<file path="config.mk">
export PLATFORM = sky130hd
export DESIGN_NAME = sha3_pad_absorb_flat
export DESIGN_NICKNAME = d
export VERILOG_FILES = /design/src/rtl/sha3_pad_absorb_if.sv /design/src/rtl/sha3_pad_absorb.sv /design/src/flat_wrapper.sv
export SDC_FILE = /design/constraint.sdc
export NUM_CORES = 1
export LEC_CHECK = 0
export BUFFER_PORTS_ARGS = -buffer_cell sky130_fd_sc_hd__buf_2
export CORE_ASPECT_RATIO = 0.7
export CORE_MARGIN = 10
export CORE_UTILIZATION = 34
export DETAILED_ROUTE_END_ITERATION = 7
export GPL_TIMING_DRIVEN = 0
export REMOVE_ABC_BUFFERS = 1
export SKIP_CTS_REPAIR_TIMING = 1
export SYNTH_ARGS = -nofsm -noshare
export SYNTH_HDL_FRONTEND = slang
export SYNTH_SLANG_ARGS = --single-unit
export TNS_END_PERCENT = 5
</file>
<file path="constraint.sdc">
create_clock -name clk -period 6.4 [get_ports clk]
set_input_delay 0 -clock clk [delete_from_list [all_inputs] [get_ports clk]]
set_output_delay 0 -clock clk [all_outputs]
set_load 0.03 [all_outputs]
</file>
<file path="src/rtl/sha3_pad_absorb_if.sv">
// Handshake bundle between the message source, the SHA3 pad/absorb block and
// the permutation stage.
//   in_*  : 64-bit little-endian message words, valid/ready, last flag and
//           byte count of the last word.
//   blk_* : completed 576-bit rate block, valid/ready, final-block flag.
// master: message source / permutation side. slave: sha3_pad_absorb.
interface sha3_pad_absorb_if #(
  parameter int unsigned RATE_LANES = 9,
  parameter int unsigned LANE_W     = 64
);
  localparam int unsigned BLK_W = RATE_LANES * LANE_W;

  logic [LANE_W-1:0] in_data;
  logic              in_valid;
  logic              in_last;
  logic [3:0]        in_nbytes;
  logic              in_ready;
  logic [BLK_W-1:0]  blk_data;
  logic              blk_valid;
  logic              blk_last;
  logic              blk_ready;

  modport master (
    output in_data, in_valid, in_last, in_nbytes, blk_ready,
    input  in_ready, blk_data, blk_valid, blk_last
  );

  modport slave (
    input  in_data, in_valid, in_last, in_nbytes, blk_ready,
    output in_ready, blk_data, blk_valid, blk_last
  );
endinterface

</file>
<file path="src/rtl/sha3_pad_absorb.sv">
// SHA3-512 pad/absorb feeder: packs 64-bit message words into 576-bit rate
// blocks, applies SHA-3 multi-rate padding and hands each block to the
// permutation stage over a block-level valid/ready handshake.
// Ports:
//   clk : rising-edge clock
//   rst : asynchronous active-low reset
//   bus : sha3_pad_absorb_if slave (in_* word stream in, blk_* block out)
module sha3_pad_absorb #(
  parameter int unsigned RATE_LANES  = 9,
  parameter int unsigned LANE_W      = 64,
  parameter logic [7:0]  DOMAIN_BYTE = 8'h06
) (
  input logic             clk,
  input logic             rst,
  sha3_pad_absorb_if.slave bus
);

  localparam int unsigned WORD_BYTES = LANE_W / 8;
  localparam int unsigned BLK_W      = RATE_LANES * LANE_W;
  localparam int unsigned BLK_BYTES  = BLK_W / 8;
  localparam int unsigned CNT_W      = $clog2(RATE_LANES);
  localparam int unsigned POS_W      = $clog2(BLK_BYTES + 1);
  localparam int unsigned NB_W       = 4;
  localparam logic [CNT_W-1:0] LAST_LANE = CNT_W'(RATE_LANES - 1);
  localparam logic [BLK_W-1:0] EXTRA_BLK =
    {8'h80, {(BLK_W - 16){1'b0}}, DOMAIN_BYTE};

  typedef enum logic [1:0] {FILL, EMIT, PAD_EXTRA} state_t;

  state_t           state;
  logic [CNT_W-1:0] cnt;
  logic [BLK_W-1:0] buffer;
  logic             extra_pad;
  logic             in_ready_r;
  logic             blk_valid_r;
  logic             blk_last_r;

  logic [NB_W-1:0]   nb;
  logic              full_last;
  logic              pad_en;
  logic [POS_W-1:0]  pad_pos;
  logic [LANE_W-1:0] word;
  logic [BLK_W-1:0]  fill_buf;

  assign bus.in_ready  = in_ready_r;
  assign bus.blk_data  = buffer;
  assign bus.blk_valid = blk_valid_r;
  assign bus.blk_last  = blk_last_r;

  // Effective byte count: full word unless last; out-of-range counts clamp to a full word.
  always_comb begin
    nb = NB_W'(WORD_BYTES);
    if (bus.in_last && (bus.in_nbytes < NB_W'(WORD_BYTES))) begin
      nb = bus.in_nbytes;
    end
  end

  // A full last word in the last lane leaves no room for padding: pad goes to an extra block.
  assign full_last = bus.in_last && (cnt == LAST_LANE) && (nb == NB_W'(WORD_BYTES));
  assign pad_en    = bus.in_last && !full_last;
  assign pad_pos   = POS_W'(cnt) * POS_W'(WORD_BYTES) + POS_W'(nb);

  // Zero the bytes past the valid count of the incoming word.
  always_comb begin
    word = '0;
    for (int j = 0; j < int'(WORD_BYTES); j++) begin
      if (NB_W'(j) < nb) begin
        word[j*8 +: 8] = bus.in_data[j*8 +: 8];
      end
    end
  end

  // Buffer contents after accepting the current word, including padding on the last word.
  always_comb begin
    fill_buf = buffer;
    for (int k = 0; k < int'(RATE_LANES); k++) begin
      if (cnt == CNT_W'(k)) begin
        fill_buf[k*LANE_W +: LANE_W] = word;
      end
    end
    if (pad_en) begin
      for (int b = 0; b < int'(BLK_BYTES); b++) begin
        if (pad_pos == POS_W'(b)) begin
          fill_buf[b*8 +: 8] = fill_buf[b*8 +: 8] ^ DOMAIN_BYTE;
        end
      end
      // XOR lets the domain byte and final bit merge into 0x86 when both hit the last byte.
      fill_buf[BLK_W-1 -: 8] = fill_buf[BLK_W-1 -: 8] ^ 8'h80;
    end
  end

  // Control FSM with registered handshake outputs.
  always_ff @(posedge clk or negedge rst) begin
    if (!rst) begin
      state       <= FILL;
      cnt         <= '0;
      buffer      <= '0;
      extra_pad   <= 1'b0;
      in_ready_r  <= 1'b1;
      blk_valid_r <= 1'b0;
      blk_last_r  <= 1'b0;
    end else begin
      case (state)
        FILL: begin
          if (bus.in_valid && in_ready_r) begin
            buffer <= fill_buf;
            if (bus.in_last || (cnt == LAST_LANE)) begin
              state       <= EMIT;
              in_ready_r  <= 1'b0;
              blk_valid_r <= 1'b1;
              blk_last_r  <= pad_en;
              extra_pad   <= full_last;
            end else begin
              cnt <= cnt + CNT_W'(1);
            end
          end
        end
        EMIT: begin
          if (bus.blk_ready) begin
            buffer      <= '0;
            cnt         <= '0;
            blk_valid_r <= 1'b0;
            blk_last_r  <= 1'b0;
            if (extra_pad) begin
              extra_pad <= 1'b0;
              state     <= PAD_EXTRA;
            end else begin
              in_ready_r <= 1'b1;
              state      <= FILL;
            end
          end
        end
        PAD_EXTRA: begin
          buffer      <= EXTRA_BLK;
          blk_last_r  <= 1'b1;
          blk_valid_r <= 1'b1;
          state       <= EMIT;
        end
        default: begin
          state      <= FILL;
          in_ready_r <= 1'b1;
        end
      endcase
    end
  end

endmodule
</file>
<file path="src/flat_wrapper.sv">
// flat-port wrapper written by rule: the top's interface ports become plain ports
module sha3_pad_absorb_flat 
#(
  parameter int unsigned RATE_LANES  = 9,
  parameter int unsigned LANE_W      = 64,
  parameter logic [7:0]  DOMAIN_BYTE = 8'h06
)
  (clk, rst, bus_in_data, bus_in_valid, bus_in_last, bus_in_nbytes, bus_blk_ready, bus_in_ready, bus_blk_data, bus_blk_valid, bus_blk_last);
  sha3_pad_absorb_if #(.RATE_LANES(RATE_LANES), .LANE_W(LANE_W)) bus_i ();
  input logic clk;
  input logic rst;
  input wire logic [$bits(bus_i.in_data)-1:0] bus_in_data;
  input wire logic [$bits(bus_i.in_valid)-1:0] bus_in_valid;
  input wire logic [$bits(bus_i.in_last)-1:0] bus_in_last;
  input wire logic [$bits(bus_i.in_nbytes)-1:0] bus_in_nbytes;
  input wire logic [$bits(bus_i.blk_ready)-1:0] bus_blk_ready;
  output wire logic [$bits(bus_i.in_ready)-1:0] bus_in_ready;
  output wire logic [$bits(bus_i.blk_data)-1:0] bus_blk_data;
  output wire logic [$bits(bus_i.blk_valid)-1:0] bus_blk_valid;
  output wire logic [$bits(bus_i.blk_last)-1:0] bus_blk_last;
  assign bus_i.in_data = bus_in_data;
  assign bus_i.in_valid = bus_in_valid;
  assign bus_i.in_last = bus_in_last;
  assign bus_i.in_nbytes = bus_in_nbytes;
  assign bus_i.blk_ready = bus_blk_ready;
  assign bus_in_ready = bus_i.in_ready;
  assign bus_blk_data = bus_i.blk_data;
  assign bus_blk_valid = bus_i.blk_valid;
  assign bus_blk_last = bus_i.blk_last;
  sha3_pad_absorb #(.RATE_LANES(RATE_LANES), .LANE_W(LANE_W), .DOMAIN_BYTE(DOMAIN_BYTE)) u_core (.clk(clk), .rst(rst), .bus(bus_i));
endmodule
</file>
======== After elaboration in Yosys (flattened, before gate mapping) ========
Cells that the tools add are included.
W data, S select, Z words.
word-level totals
  input bits .............................. 73
  output and inout bits ................... 579
  register bits ........................... 586
  logic and storage cells ................. 316
cells by class
  muxes and demuxes ....................... 119
  reduce and logical (&&, ||, !) cells .... 18
  add/subtract/negate cells ............... 2
  bitwise operators ....................... 74
  order comparisons ....................... 9
  equality and inequality tests ........... 87
operator list
  cell                  count
  $mux W576             3
  $pmux W576 S3         1
  $mux W64              9
  $eq A7 B6 Y1 const B  32
  $mux W3               72
  $not A2 Y2            72
  $eq A7 B5 Y1 const B  16
  $mux W8               9
  $eq A7 B4 Y1 const B  8
  $eq A7 B7 Y1 const B  8
  $eq A7 B3 Y1 const B  4
  $eq A4 B3 Y1 const B  4
  $lt A3 B4 Y1 const A  4
  $mux W4               4
  $eq A7 B2 Y1 const B  2
  $reduce_and A4 Y1     3
  $mux W1               11
  $pmux W1 S3           3
  $eq A4 B2 Y1 const B  2
  $eq A4 B4 Y1 const B  2
  $lt A1 B4 Y1 const A  2
  $lt A2 B4 Y1 const A  2
  $mux W2               4
  $pmux W4 S2           1
  other kinds (22)      31

======== Depth between registers and ports, before layout ========
  word-level depth ........................ 13
  gate-level depth with buffers ........... 13
  mapped depth without buffers ............ 10

======== Least setup slack after synthesis ========
OpenSTA, ideal clock, no wires.
  path kind ............................... input port to flip-flop
  start point ............................. in bus_in_nbytes[3]
  end point ............................... reg u_core.buffer[65], in the netlist u_core.bus.blk_data[65]
  library setup time ...................... 126 ps
  stages .................................. 11
  setup slack ............................. 3724 ps
  path buffers ............................ 1
  arrival time ............................ 2550 ps
  required time ........................... 6274 ps
  path through ............................ and2b_1 inv_2 clkbuf_1 ha_1 ha_1 and2_4 a211oi_4 nor3_4 nand2_1 mux2_2 a221o_1
between the ends
  cells in the longest elaborated chain, start to end .. 11
  elaborated cells on any way between the ends .. 17
  classes of those cells .................. 1 x add/sub; 2 x order compare; 2 x eq/ne; 7 x mux; 1 x bitwise; 4 x reduce/logical
ends and longest elaborated chain
  element                                                                RTL line                source
  start, declared                                                        flat_wrapper.sv:15      input wire logic [$bits(bus_i.in_nbytes)-1:0] bus_in_nbytes;
  $lt A4 B4 Y1                                                           sha3_pad_absorb.sv:53   if (bus.in_last && (bus.in_nbytes < NB_W'(WORD_BYTES))) begin
  $logic_and A1 B1 Y1                                                    sha3_pad_absorb.sv:53
  $mux W4 *                                                              sha3_pad_absorb.sv:53
  parallel branches: the longest is 5 deep, another holds $add A7 B4 Y7  --
  $mux W576 *                                                            sha3_pad_absorb.sv:81   if (pad_en) begin
  $mux W576 *                                                            sha3_pad_absorb.sv:105  if (bus.in_valid && in_ready_r) begin
  $pmux W576 S3 *                                                        sha3_pad_absorb.sv:103  case (state)
  end signal, assigned                                                   sha3_pad_absorb.sv:106  buffer <= fill_buf;
  end, declared                                                          sha3_pad_absorb.sv:32   logic [BLK_W-1:0] buffer;
Mark *: on every way between the ends. The select of a mux whose other input is x is not followed.
A chain may end at the register's enable or synchronous reset.

======== Worst setup path after layout ========
  start point ............................. in bus_in_last
  end point ............................... reg u_core.buffer[506], in the netlist u_core.bus.blk_data[506]
between the ends
  cells in the longest elaborated chain, start to end .. 10
  elaborated cells on any way between the ends .. 17
  classes of those cells .................. 1 x add/sub; 1 x order compare; 2 x eq/ne; 7 x mux; 1 x bitwise; 5 x reduce/logical
ends and longest elaborated chain
  element                                                                RTL line                source
  start, declared                                                        flat_wrapper.sv:14      input wire logic [$bits(bus_i.in_last)-1:0] bus_in_last;
  parallel branches: the longest is 7 deep, another holds $add A7 B4 Y7  --
  $mux W576 *                                                            sha3_pad_absorb.sv:81
  $mux W576 *                                                            sha3_pad_absorb.sv:105
  $pmux W576 S3 *                                                        sha3_pad_absorb.sv:103
Marks and branches as above.

==> out/metrics.cfg <==
[grt]
grt_pass1_wl_um=172000
gr-total-overflow=0
antenna_found_initial=3
grt_usage=0.254
grt_max_degree=123
first_global_vias=24100

[yosys]
synth_seq_cells=586
synthCells=2823
yosysSeqAreaShare=0.557
synth.avg_cell_area_um2=9.33
synth_flop_cell=dfrtp_1
synth_area_um2=26300
synth_warnings=0
synth.distinct_cells=95
synth-async-reset-ratio=1.00
synth-edff-count=0

[clock_tree]
cts_buffer_depth=3
clkLatencyLatePin_ps=630
cts_tree=done
cts_root_buf=clkbuf_16
cts_buffers=59
cts_max_level=2
clock_sinks=586
path_clk_slew_ps=60

[power]
ir_drop_v=0.000290
total_power_mw=18.0
p_leak_nw=16.2
pwr_density_cell_nw_per_um2=538

[floorplanning]
die_x_um=353
start_util=0.343
dieArea_um2=89200
io_pins=652
die_y_um=253
fp-row-count=85
core_um2=76800

[timing]
drv_slew=0
rsz0062_at_grt=no
timing.final.hold_violations=1
fin_crit_ps=5430
slew_headroom=0.0964
setup_tns_ps=0
period_share=0.849
fmax_mhz=184
fin_worst_skew_ps=11.8
setup_ws_ps=969
worst_pin_slew_ps=1360
finalSetupViolations=0
hold_ws_ps=-4.43

[min_path]
hp-class=input pin to flop

[drt]
drtAntennaViolNets=0
drt_iter0_drc=2849
drc=0
vias_per_cell=5.71
wire_per_inst_um=26.6
wirelength_um=119000
dr.pass1.iters=6
vias=25700

[worst_setup_path]
cp_cell_sequence=dlygate4sd3_1 > buf_2 > and2b_1 > inv_2 > ha_1 > ha_1 > inv_1 > nor2_1 > a21o_1 > a211oi_1 > a311oi_1 > o21ba_2
crit_path_start_kind=input pin
crit_fanout=27
critPathTopFamily=buffers and inverters
end_kind=flop
cp_data_required_time_ps=6970
cp_slowest_cell=ha_1
path_class=input pin to flop
critPathBufInv=4
crit_top_cell=ha_1
worst_path_largest_cell_delay_ps=1200
cp.arrival_ps=6000

[run]
drv_cap=0

[layout]
area_growth_pct=27.1
fin_nets=3480
fin_util=0.436
drive_gt1_frac=0.251
seqCellArea_um2=14700
nFillCells=7621
multiInputGateArea_um2=10800
stdcell_area_um2=33500

[placed_design]
place.gp.congestion=0.899
dpl.hpwl_um=80200
port_buffers=651
placed_cell_area_um2=30900
dp_slack_ps=1100

[status]
violations=negative hold slack
outcome=finished with violations

==> Yosys cell counts (7+ instances only) <==
cell type,instances,area [um2]
a41o_1,8,80.1
nor3_1,43,215
a221o_1,13,130
a211o_1,15,131
o21ai_0,545,2730
a21o_1,12,90.1
buf_2,60,300
mux2i_1,9,90.1
and2_1,14,87.6
a41oi_1,19,166
nand4_1,48,300
o221ai_1,7,61.3
nand2b_1,8,50.1
or3_1,7,43.8
o22ai_1,10,62.6
buf_1,8,30.0
nand2_1,638,2390
dfrtp_1,585,14600
nand3_1,28,140
o32ai_1,17,149
ha_1,10,125
o22a_1,9,78.8
a311o_1,7,70.1
a31oi_1,37,231
nor2_1,100,375
nor4_1,15,93.8
a211oi_1,11,82.6
inv_1,17,63.8
a21oi_1,138,691
o31ai_1,22,165
o311ai_0,10,87.6
o21a_1,12,90.1
o211ai_1,19,143
a31o_2,7,61.3
o21ai_1,15,75.1
clkbuf_1,156,586
==> placed cells by master, fill, tap and decap left out, types with 10 or more instances in the layout <==
| master | instances |
|---|---|
| o21a_1 | 12 |
| clkbuf_16 | 59 |
| nand3_1 | 28 |
| a221o_1 | 13 |
| o22ai_1 | 10 |
| nand2_4 | 11 |
| a211o_1 | 14 |
| buf_2 | 650 |
| nor4_1 | 15 |
| a41oi_1 | 19 |
| buf_16 | 12 |
| o32ai_1 | 17 |
| and2_1 | 14 |
| clkinv_2 | 11 |
| nand4_1 | 48 |
| inv_1 | 16 |
| o21ai_1 | 14 |
| a21o_1 | 12 |
| buf_12 | 14 |
| a211oi_1 | 11 |
| o311ai_0 | 10 |
| nand2_1 | 627 |
| a21oi_1 | 138 |
| o211ai_1 | 19 |
| dfrtp_1 | 585 |
| nor2_1 | 100 |
| clkbuf_8 | 14 |
| o21ai_0 | 539 |
| nor3_1 | 43 |
| a31oi_1 | 37 |
| o31ai_1 | 22 |
| dlygate4sd3_1 | 55 |
==> cell families (layout without fill, tap and decap cells) <==
family / count (synthesis) / count (layout) / share of synthesized area
adders and majority gates: 10 / 10 / 0.00475
DFF: 586 / 586 / 0.557
and+or+nand+nor: 958 / 958 / 0.162
other: 0 / 4 / 0
buffers and inverters: 249 / 871 / 0.0399
AOI/OAI and AO/OA: 999 / 999 / 0.229
xor gates and xnor gates: 6 / 6 / 0.00200
muxes: 15 / 15 / 0.00599
==> where the power goes <==
part	switching [mW]	internal, mW	total (mW)	leakage (nW)
clock network	1.61	1.99	3.60	0.961
registers	0.749	4.76	5.51	7.93
logic	6.61	2.30	8.91	7.34
total	8.97	9.05	18.0	16.2
==> worst reg2reg max path, delay by kind of cell, from the launching register on <==
family	cells	cell delay [ps]
and+or+nand+nor	1	460
AOI/OAI and AO/OA	4	1720
DFF	1	470
buffers and inverters	1	820
adders and majority gates	2	1480
==> worst paths after layout <==
path | from | endpoint | slack, ps | cells after the start
worst max-delay path | bus_in_last | u_core.bus.blk_data[506]$_DFFE_PN0P_ | 970 | 12
worst min-delay path | bus_in_data[12] | u_core.bus.blk_data[140]$_DFFE_PN0P_ | -4 | 3
worst max register to register | u_core.cnt[0]$_DFFE_PN0P_ | u_core.bus.blk_data[506]$_DFFE_PN0P_ | 1400 | 8
worst min register to register | u_core.bus.blk_data[311]$_DFFE_PN0P_ | u_core.bus.blk_data[311]$_DFFE_PN0P_ | 470 | 2
max in group asynchronous | rst | u_core.bus.blk_data[211]$_DFFE_PN0P_ | 4080 | 6
min in group asynchronous | rst | u_core.bus.blk_data[498]$_DFFE_PN0P_ | 510 | 4
==> sequential cells by signal (all words and copies together) (netlist names) <==
| signal | count |
|---|---|
| u_core.bus.blk_last | 1 |
| u_core.bus.blk_valid | 1 |
| u_core.bus.in_ready | 1 |
| u_core.bus.blk_data | 576 |
| u_core.extra_pad | 1 |
| u_core.state | 2 |
| u_core.cnt | 4 |
==> per-layer routing <==
metal  GRT usage  up-vias  wire length [um]
li1            -    11200                 -
met1       0.336    12900             48500
met2       0.383     1340             53600
met3      0.0950      202             13700
met4      0.0737        0              3580
met5           0        -                 0
==> per-stage QoR <==
stage / hold WS (ps) / instances
2_1_floorplan: -296 / 2592
3_5_place_dp: -57.1 / 4323
4_1_cts: -740 / 4432
5_1_grt: 38.0 / 4489
3_3_place_gp: 389 / 4287
6_report: -4.43 / 4493
==> final cells by class <==
cell class / count / area share
well taps: 1044 / 0.0390
clock buffers: 82 / 0.0509
clock inverters: 27 / 0.00871
repair buffers: 744 / 0.137
flip-flops and latches: 586 / 0.438
multi-input cells: 1988 / 0.324
diodes: 4 / 0.000299
inverters: 18 / 0.00209
No activity file was read; power rests on OpenSTA's default activity.
